[src/rtl/fpu_addsub_sched_if.sv]
// Bundle between the add/sub scheduler, its two requesters and the shared add/sub unit.
// The master side is the requesters plus the shared unit; the slave side is the scheduler.
interface fpu_addsub_sched_if;
  logic [1:0]  req_valid;
  logic [1:0]  req_ready;
  logic [63:0] req_a;
  logic [63:0] req_b;
  logic [1:0]  req_mode;
  logic [1:0]  rsp_valid;
  logic [1:0]  rsp_ready;
  logic [31:0] rsp_data;
  logic        rsp_zero;
  logic [31:0] au_a;
  logic [31:0] au_b;
  logic        au_mode;
  logic        au_zero_a;
  logic        au_zero_b;
  logic [31:0] au_result;
  logic        au_zero_sub;
  logic        busy;

  modport master (
    output req_valid, req_a, req_b, req_mode, rsp_ready, au_result, au_zero_sub,
    input  req_ready, rsp_valid, rsp_data, rsp_zero, au_a, au_b, au_mode,
           au_zero_a, au_zero_b, busy
  );

  modport slave (
    input  req_valid, req_a, req_b, req_mode, rsp_ready, au_result, au_zero_sub,
    output req_ready, rsp_valid, rsp_data, rsp_zero, au_a, au_b, au_mode,
           au_zero_a, au_zero_b, busy
  );
endinterface

[src/rtl/fpu_addsub_sched.sv]
// Two-requester round-robin scheduler for a shared single-precision add/sub unit.
// Operands are latched on grant, the result is sampled after LAT busy cycles and held until accepted.
module fpu_addsub_sched #(
  parameter int unsigned LAT = 1
) (
  input  logic              clk,
  input  logic              rst,
  fpu_addsub_sched_if.slave bus
);
  typedef enum logic [1:0] {IDLE, BUSY, RESP} state_t;

  state_t      state;
  state_t      state_nx;
  logic        ptr;
  logic        gnt_q;
  logic        gnt_sel;
  logic        any_req;
  logic [3:0]  cnt;
  logic [31:0] a_q;
  logic [31:0] b_q;
  logic        mode_q;
  logic [31:0] rsp_data_q;
  logic        rsp_zero_q;

  assign any_req = |bus.req_valid;
  // The pointer only matters on contention; a lone requester always wins.
  assign gnt_sel = (&bus.req_valid) ? ptr : bus.req_valid[1];

  always_ff @(posedge clk or posedge rst) begin
    if (rst) state <= IDLE;
    else     state <= state_nx;
  end

  always_comb begin
    state_nx = state;
    case (state)
      IDLE:    if (any_req) state_nx = BUSY;
      BUSY:    if (cnt == 4'd1) state_nx = RESP;
      RESP:    if (bus.rsp_ready[gnt_q]) state_nx = IDLE;
      default: state_nx = IDLE;
    endcase
  end

  // req_ready is combinational, so it is gated by rst to stay low while reset is held.
  always_comb begin
    bus.req_ready = '0;
    bus.rsp_valid = '0;
    bus.busy      = (state != IDLE);
    if (state == IDLE && any_req && !rst) bus.req_ready[gnt_sel] = 1'b1;
    if (state == RESP) bus.rsp_valid[gnt_q] = 1'b1;
  end

  always_ff @(posedge clk or posedge rst) begin
    if (rst) begin
      ptr        <= 1'b0;
      gnt_q      <= 1'b0;
      cnt        <= '0;
      a_q        <= '0;
      b_q        <= '0;
      mode_q     <= 1'b0;
      rsp_data_q <= '0;
      rsp_zero_q <= 1'b0;
    end else begin
      if (state == IDLE && any_req) begin
        gnt_q  <= gnt_sel;
        a_q    <= gnt_sel ? bus.req_a[63:32] : bus.req_a[31:0];
        b_q    <= gnt_sel ? bus.req_b[63:32] : bus.req_b[31:0];
        mode_q <= bus.req_mode[gnt_sel];
        cnt    <= 4'(LAT);
      end
      if (state == BUSY) begin
        cnt <= cnt - 4'd1;
        if (cnt == 4'd1) begin
          rsp_data_q <= bus.au_result;
          rsp_zero_q <= bus.au_zero_sub;
        end
      end
      if (state == RESP && bus.rsp_ready[gnt_q]) ptr <= ~gnt_q;
    end
  end

  assign bus.au_a      = a_q;
  assign bus.au_b      = b_q;
  assign bus.au_mode   = mode_q;
  assign bus.au_zero_a = (a_q[30:0] == '0);
  assign bus.au_zero_b = (b_q[30:0] == '0);
  assign bus.rsp_data  = rsp_data_q;
  assign bus.rsp_zero  = rsp_zero_q;
endmodule

[src/flat_wrapper.sv]
// flat-port wrapper written by rule: the top's interface ports become plain ports
module fpu_addsub_sched_flat 
#(
  parameter int unsigned LAT = 1
)
  (clk, rst, bus_req_valid, bus_req_a, bus_req_b, bus_req_mode, bus_rsp_ready, bus_au_result, bus_au_zero_sub, bus_req_ready, bus_rsp_valid, bus_rsp_data, bus_rsp_zero, bus_au_a, bus_au_b, bus_au_mode, bus_au_zero_a, bus_au_zero_b, bus_busy);
  fpu_addsub_sched_if bus_i ();
  input  logic clk;
  input  logic rst;
  input wire logic [$bits(bus_i.req_valid)-1:0] bus_req_valid;
  input wire logic [$bits(bus_i.req_a)-1:0] bus_req_a;
  input wire logic [$bits(bus_i.req_b)-1:0] bus_req_b;
  input wire logic [$bits(bus_i.req_mode)-1:0] bus_req_mode;
  input wire logic [$bits(bus_i.rsp_ready)-1:0] bus_rsp_ready;
  input wire logic [$bits(bus_i.au_result)-1:0] bus_au_result;
  input wire logic [$bits(bus_i.au_zero_sub)-1:0] bus_au_zero_sub;
  output wire logic [$bits(bus_i.req_ready)-1:0] bus_req_ready;
  output wire logic [$bits(bus_i.rsp_valid)-1:0] bus_rsp_valid;
  output wire logic [$bits(bus_i.rsp_data)-1:0] bus_rsp_data;
  output wire logic [$bits(bus_i.rsp_zero)-1:0] bus_rsp_zero;
  output wire logic [$bits(bus_i.au_a)-1:0] bus_au_a;
  output wire logic [$bits(bus_i.au_b)-1:0] bus_au_b;
  output wire logic [$bits(bus_i.au_mode)-1:0] bus_au_mode;
  output wire logic [$bits(bus_i.au_zero_a)-1:0] bus_au_zero_a;
  output wire logic [$bits(bus_i.au_zero_b)-1:0] bus_au_zero_b;
  output wire logic [$bits(bus_i.busy)-1:0] bus_busy;
  assign bus_i.req_valid = bus_req_valid;
  assign bus_i.req_a = bus_req_a;
  assign bus_i.req_b = bus_req_b;
  assign bus_i.req_mode = bus_req_mode;
  assign bus_i.rsp_ready = bus_rsp_ready;
  assign bus_i.au_result = bus_au_result;
  assign bus_i.au_zero_sub = bus_au_zero_sub;
  assign bus_req_ready = bus_i.req_ready;
  assign bus_rsp_valid = bus_i.rsp_valid;
  assign bus_rsp_data = bus_i.rsp_data;
  assign bus_rsp_zero = bus_i.rsp_zero;
  assign bus_au_a = bus_i.au_a;
  assign bus_au_b = bus_i.au_b;
  assign bus_au_mode = bus_i.au_mode;
  assign bus_au_zero_a = bus_i.au_zero_a;
  assign bus_au_zero_b = bus_i.au_zero_b;
  assign bus_busy = bus_i.busy;
  fpu_addsub_sched #(.LAT(LAT)) u_core (.clk(clk), .rst(rst), .bus(bus_i));
endmodule
[config.mk]
export PLATFORM = sky130hd
export DESIGN_NAME = fpu_addsub_sched_flat
export DESIGN_NICKNAME = d
export VERILOG_FILES = /design/src/rtl/fpu_addsub_sched_if.sv /design/src/rtl/fpu_addsub_sched.sv /design/src/flat_wrapper.sv
export SDC_FILE = /design/constraint.sdc
export NUM_CORES = 1
export LEC_CHECK = 0
export ABC_AREA = 1
export BUFFER_PORTS_ARGS = -buffer_cell sky130_fd_sc_hd__buf_2
export CAP_MARGIN = 5
export CELL_PAD_IN_SITES_DETAIL_PLACEMENT = 1
export CELL_PAD_IN_SITES_GLOBAL_PLACEMENT = 2
export CORE_UTILIZATION = 25
export CTS_BUF_LIST = sky130_fd_sc_hd__clkbuf_4
export CTS_CLUSTER_SIZE = 14
export DETAILED_ROUTE_END_ITERATION = 10
export PLACE_DENSITY = 0.8
export SKIP_CTS_REPAIR_TIMING = 1
export SKIP_LAST_GASP = 1
export SYNTH_ARGS = -nofsm -noshare
export SYNTH_HDL_FRONTEND = slang
export SYNTH_SLANG_ARGS = --single-unit
export TNS_END_PERCENT = 50
[constraint.sdc]
create_clock -name clk -period 4.2 [get_ports clk]
set_input_delay 0.63 -clock clk [delete_from_list [all_inputs] [get_ports clk]]
set_output_delay 0.63 -clock clk [all_outputs]
set_load 0.005 [all_outputs]
==> impl_metrics.json, run 1 <==
{
  "outcome": "complete, no violations",
  "maxCapViolCount": 0,
  "clk_latency_ns": 0.47,
  "vias": 5512,
  "hold_viol": 0,
  "leakage_nw": 4.03,
  "critPathMaxFanout": 18,
  "numClockSinks": 106,
  "setup_viol": 0,
  "coreArea_sq_mm": 0.0212,
  "cts-root-buf": "clkbuf_4",
  "grt_pass1_vias": 5772,
  "crit_slowest_cell": "dfrtp_1",
  "cts_buffers": 9,
  "finalClockSkew_ns": 0.0144,
  "grt_pass1_wl_um": 30100,
  "syn_inst": 708,
  "ys_ff_latch": 106,
  "post_route_cells_drive_above_1_share": 0.318,
  "drtIter0Drc": 158,
  "required_ns": 3.57,
  "place.gp.congestion": 0.758,
  "synth_area_sq_mm": 0.00546,
  "worstSetupEndpointType": "primary output",
  "clock_path_buffers": 2,
  "yosysWarnings": 0,
  "io_buffers": 273,
  "ant_nets": 0,
  "path_class": "reg -> out",
  "gr-total-overflow": 0,
  "fmax_mhz": 408,
  "nFillCells": 2746,
  "synth_fp_nets": 879,
  "rows": 53,
  "die_y_um": 150,
  "drt_wl_total_um": 19100,
  "fin_crit_ns": 2.45,
  "syn_avg_cell_area_sq_um": 7.71,
  "slew_violations": 0,
  "initial_core_util": 0.257,
  "tns_ns": 0,
  "dpl_worst_slack_ns": 1.76,
  "antenna_found_initial": 2,
  "first_pass_iters": 4,
  "cp.arrival_ns": 1.82,
  "power_density_mw_per_mm2": 656,
  "cts_tree": "yes",
  "fin_hold_ws_ns": 0.366,
  "io_pins": 274,
  "fin_crit_sh": 0.584,
  "ys_types": 18,
  "ys_seq_area_frac": 0.486,
  "final_nets": 1126,
  "cts_max_level": 3,
  "slew_headroom": 0.316,
  "drc_errors": 0,
  "hold_path.class": "in -> reg",
  "tightest_slew_ns": 1.03,
  "cp_slowest_stage_delay_ns": 0.39,
  "die_w_um": 150,
  "fin_util": 0.334,
  "worst_slack_ns": 1.75,
  "syn_to_final_growth_pct": 29.9,
  "rsz0062_at_grt": "no",
  "dieArea_sq_mm": 0.0224,
  "p_total_w": 0.00466,
  "grt_start_max_net_pins": 80,
  "grtUsageTotal": 0.175,
  "viasPerCell": 4.46,
  "start_kind": "register",
  "clkTransAtPathRegs_ns": 0.17,
  "hpwl_um": 13400,
  "path_cells": "inv_1 -> nand2_2 -> nand3_1 -> nor2_1 -> buf_2",
  "vdd_drop_max_mv": 0.162,
  "wl_per_cell_um": 15.4
}
[layer usage]
metal | up-vias | part of all wire | wire, um | GRT usage
met4 | 2 | 0.023 | 444 | 0.0712
met1 | 2572 | 0.44 | 8370 | 0.220
met3 | 23 | 0.069 | 1310 | 0.0433
li1 | 2739 | - | - | -
met5 | - | 0.00052 | 10 | 0
met2 | 176 | 0.47 | 8940 | 0.284
[power breakdown]
group	total, W	switching (W)	leakage, nW	internal (W)
clock network	0.000550	0.000352	0.0764	0.000198
logic	0.00220	0.00132	2.65	0.000880
registers	0.00190	0.000366	1.30	0.00154
[state kept, by name (all words and copies together) (netlist names)]
name	count
u_core.bus.au_mode	1
u_core.bus.au_b	32
u_core.bus.rsp_zero	1
u_core.bus.rsp_data	32
u_core.ptr	1
u_core.state	2
u_core.cnt	4
u_core.bus.au_a	32
u_core.gnt_q	1
[placed cells by master, fill, tap and decap left out, types with 8 or more instances in the layout]
cell,n
nand3_1,97
inv_1,82
nand3b_1,38
nand2_1,214
o21ai_1,8
nor2_1,50
buf_2,273
clkbuf_4,12
dfrtp_1,106
o21ai_0,29
buf_4,9
nand4_1,27
[cell type report]
class / count / area, sq um / share of cell area
Timing Repair Buffer: 282 / 1430 / 0.202
Clock buffer: 12 / 90.1 / 0.0127
Antenna cell: 2 / 5.00 / 0.000705
Sequential cell: 106 / 2650 / 0.374
Inverter: 84 / 318 / 0.0448
Multi-Input combinational cell: 472 / 2210 / 0.311
Clock inverter: 4 / 42.5 / 0.00600
Tap cell: 275 / 344 / 0.0485
[through the flow]
step | area [sq um] | std cells
floorplan | 5460 | 708
global placement | 6960 | 1219
detailed placement | 6960 | 1219
CTS | 7090 | 1235
global route | 7090 | 1236
finish | 7090 | 1237
[worst max-delay path, delay by kind of cell, from the launching register on]
kind | cells | cell delay [ns]
flops | 1 | 0.39
buf+inv | 2 | 0.18
simple gates | 3 | 0.78
[cell families (layout without fill, tap and decap cells)]
family,after synthesis,count (layout),synth area share
other cells,0,2,0
buf+inv,130,382,0.111
fa+ha+maj,2,2,0.00458
compound gates,38,38,0.0369
flops,106,106,0.486
simple gates,432,432,0.362
[cell usage after synthesis (all sizes together)]
| cell type | n | share of area |
|---|---|---|
| ha | 2 | 0.0046 |
| nand2 | 216 | 0.15 |
| dfrtp | 106 | 0.49 |
| o21ai | 38 | 0.037 |
| buf | 36 | 0.047 |
| nand3b | 38 | 0.052 |
| nand3 | 98 | 0.091 |
| nor2 | 53 | 0.039 |
| clkbuf | 10 | 0.0069 |
| inv | 84 | 0.058 |
| nand4 | 27 | 0.031 |
[final timing paths]
path | startpoint | slack (ns) | end | depth (start not counted)
max in group asynchronous | rst | 2.83 | u_core.bus.rsp_data[7]$_DFFE_PP0P_ | 3
setup reg to reg | u_core.ptr$_DFFE_PP0P_ | 2.25 | u_core.bus.au_a[28]$_DFFE_PP0P_ | 7
hold reg to reg | u_core.bus.rsp_data[25]$_DFFE_PP0P_ | 0.50 | u_core.bus.rsp_data[25]$_DFFE_PP0P_ | 2
setup / recovery | u_core.ptr$_DFFE_PP0P_ | 1.75 | bus_req_ready[1] | 5
min in group asynchronous | rst | 0.40 | u_core.bus.au_a[1]$_DFFE_PP0P_ | 2
hold / removal | bus_req_b[19] | 0.37 | u_core.bus.au_b[19]$_DFFE_PP0P_ | 3
Note: power is estimated with default switching activity, not from simulation.
==> run 2, diff against run 1 <==
--- a/config.mk
+++ b/config.mk
@@ -10,11 +10,11 @@
 export CAP_MARGIN = 5
 export CELL_PAD_IN_SITES_DETAIL_PLACEMENT = 1
 export CELL_PAD_IN_SITES_GLOBAL_PLACEMENT = 2
-export CORE_UTILIZATION = 25
+export CORE_UTILIZATION = 22
 export CTS_BUF_LIST = sky130_fd_sc_hd__clkbuf_4
 export CTS_CLUSTER_SIZE = 14
 export DETAILED_ROUTE_END_ITERATION = 10
-export PLACE_DENSITY = 0.8
+export PLACE_DENSITY = 0.74
 export SKIP_CTS_REPAIR_TIMING = 1
 export SKIP_LAST_GASP = 1
 export SYNTH_ARGS = -nofsm -noshare
==> constraint.sdc (replaced) <==
create_clock -name clk -period 2 [get_ports clk]
set_input_delay 0.3 -clock clk [delete_from_list [all_inputs] [get_ports clk]]
set_output_delay 0.3 -clock clk [all_outputs]
set_load 0.005 [all_outputs]
==> run 2 against run 1 <==
Net effect:
- routed wire length up 3.4%
- core utilization down 3.2 points
- clock power up 110%
- non-clock buffer count up 12
- largest cell class unchanged
- cell area up 3.8%
==> impl_metrics.json, run 2 (synthesis gave the netlist of run 1 again) <==
{
  "cts_max_level": 3,
  "start_kind": "register",
  "crit_top_cell": "nor2_1",
  "fin_crit_sh": 0.941,
  "outcome": "complete, no violations",
  "clkTransAtPathRegs_ns": 0.17,
  "grt_start_max_net_pins": 67,
  "vias": 5527,
  "coreArea_sq_mm": 0.0243,
  "final_nets": 1138,
  "required_ns": 1.70,
  "hold_path_depth": 3,
  "antenna_found_initial": 4,
  "power_frac_seq": 0.401,
  "reg2reg_slack_ns": 0.60,
  "grtUsageTotal": 0.156,
  "first_pass_iters": 4,
  "die_y_um": 160,
  "critPathMaxFanout": 3,
  "hold_path_end": "u_core.bus.rsp_data[24]$_DFFE_PP0P_",
  "worstSetupEndpointType": "primary output",
  "drt_wl_total_um": 19700,
  "r2r_cells": 6,
  "leakage_nw": 4.11,
  "cp.arrival_ns": 1.58,
  "comb_power_share": 0.482,
  "post_route_cells_drive_above_1_share": 0.323,
  "hold_viol": 0,
  "cts_buffers": 9,
  "drtIter0Drc": 299,
  "io_pins": 274,
  "viasPerCell": 4.25,
  "io_buffers": 273,
  "numClockSinks": 106,
  "ant_nets": 0,
  "internal_power_w": 0.00560,
  "p_switching_w": 0.00435,
  "power_density_mw_per_mm2": 1350,
  "slew_headroom": 0.540,
  "syn_to_final_growth_pct": 34.8,
  "tightest_slew_ns": 0.689,
  "clock_path_buffers": 2,
  "die_w_um": 160,
  "cts_tree": "yes",
  "rr_endpoint": "u_core.bus.au_a[13]$_DFFE_PP0P_",
  "final_area_sq_mm": 0.00736,
  "final_common_cell": "buf_2",
  "hpwl_um": 14400,
  "rows": 57,
  "finalClockSkew_ns": 0.0193,
  "drc_errors": 0,
  "clk_latency_ns": 0.46,
  "min_from": "bus_au_result[24]",
  "cp_slowest_stage_delay_ns": 0.46,
  "place.gp.congestion": 0.739,
  "dieArea_sq_mm": 0.0255,
  "cts-root-buf": "clkbuf_4",
  "p_sw_frac": 0.437,
  "fin_crit_ns": 1.88,
  "fmax_mhz": 532,
  "placedInstanceArea_sq_mm": 0.00716,
  "rsz0062_at_grt": "yes",
  "grt_pass1_wl_um": 31400,
  "path_class": "reg -> out",
  "initial_core_util": 0.225,
  "vdd_drop_max_mv": 0.436,
  "dpl_worst_slack_ns": 0.473,
  "maxCapViolCount": 0,
  "wl_per_cell_um": 15.2,
  "hold_path.class": "in -> reg",
  "p_clk_frac": 0.116,
  "r2r_start": "u_core.state[1]$_DFFE_PP0P_",
  "layout_common_cells": "buf_2 (273), nand2_1 (213), dfrtp_1 (106), nand3_1 (97), inv_1 (82)",
  "setup_viol": 0,
  "gr-total-overflow": 0,
  "cp-startpoint": "u_core.bus.au_b[0]$_DFFE_PP0P_",
  "slew_violations": 0,
  "worst_slack_ns": 0.119,
  "grt_pass1_vias": 5819,
  "path_cells": "nor2_1 -> nand2_1 -> nor2_1 -> nand2_1 -> nor2_1 -> buf_2",
  "crit_slowest_cell": "dfrtp_1"
}
## run 2: cell count changes in the layout (fill, tap and decap cells not counted), sizes merged
cell         before  now
buf             282  289
dlygate4sd3       0    5
clkinvlp          0    2
clkbuf           12   11
diode             2    3
inv              84   83
## run 2: how the worst max path moves through the flow
| stage | to | slack (ns) | cells after the start |
|---|---|---|---|
| 3_3_place_gp | u_core.bus.au_a[16]$_DFFE_PP0P_ | 0.52 | 6 |
| 3_5_place_dp | u_core.bus.au_a[13]$_DFFE_PP0P_ | 0.47 | 6 |
| 6_report | bus_au_zero_b | 0.12 | 6 |
| 4_1_cts | bus_req_ready[1] | -0.05 | 4 |
| 2_1_floorplan | u_core.bus.au_a[0]$_DFFE_PP0P_ | 0.43 | 1 |
| 5_1_grt | bus_req_ready[0] | -0.06 | 6 |
## run 2: per-stage QoR
stage	util	total power [W]	instances	hold slack (ns)	TNS (ns)
after floorplan	-	0.00681	708	0.430	0
after CTS	0.300	0.0102	1291	-0.112	-0.0469
after global placement	0.294	0.00887	1275	0.463	0
final	0.303	0.00996	1299	0.0414	0
after global routing	0.303	0.0110	1298	0.00598	-0.125
after detailed placement	0.294	0.00897	1275	0.471	0
## run 2: metal layers
metal | vias up | track usage | share of wire
li1 | 2757 | - | -
met4 | 2 | 0.0428 | 0.011
met5 | - | 0 | 0.00066
met2 | 177 | 0.265 | 0.47
met1 | 2577 | 0.193 | 0.45
met3 | 14 | 0.0438 | 0.068
## run 2: layout make-up
cell class	instances	area (sq um)
well taps	324	405
flip-flops and latches	106	2650
multi-input cells	472	2220
repair buffers	294	1620
fillers	3058	17000
diodes	3	7.51
inverters	84	319
clock inverters	5	55.1
clock buffers	11	82.6
## run 2: power by group through the flow
| stage | Combinational (W) | Clock, W | Sequential [W] |
|---|---|---|---|
| 6_report | 0.00480 | 0.00116 | 0.00399 |
| 4_1_cts | 0.00493 | 0.00126 | 0.00400 |
| 2_1_floorplan | 0.00278 | 0 | 0.00402 |
| 5_1_grt | 0.00550 | 0.00132 | 0.00416 |
| 3_3_place_gp | 0.00484 | 0 | 0.00403 |
| 3_5_place_dp | 0.00492 | 0 | 0.00405 |
## run 2: worst max-delay path: cells and delay by family, from the launching register on
family | cells | cell delay [ns]
buffers and inverters | 1 | 0.13
flip-flops | 1 | 0.46
AND/OR/NAND/NOR | 5 | 0.54
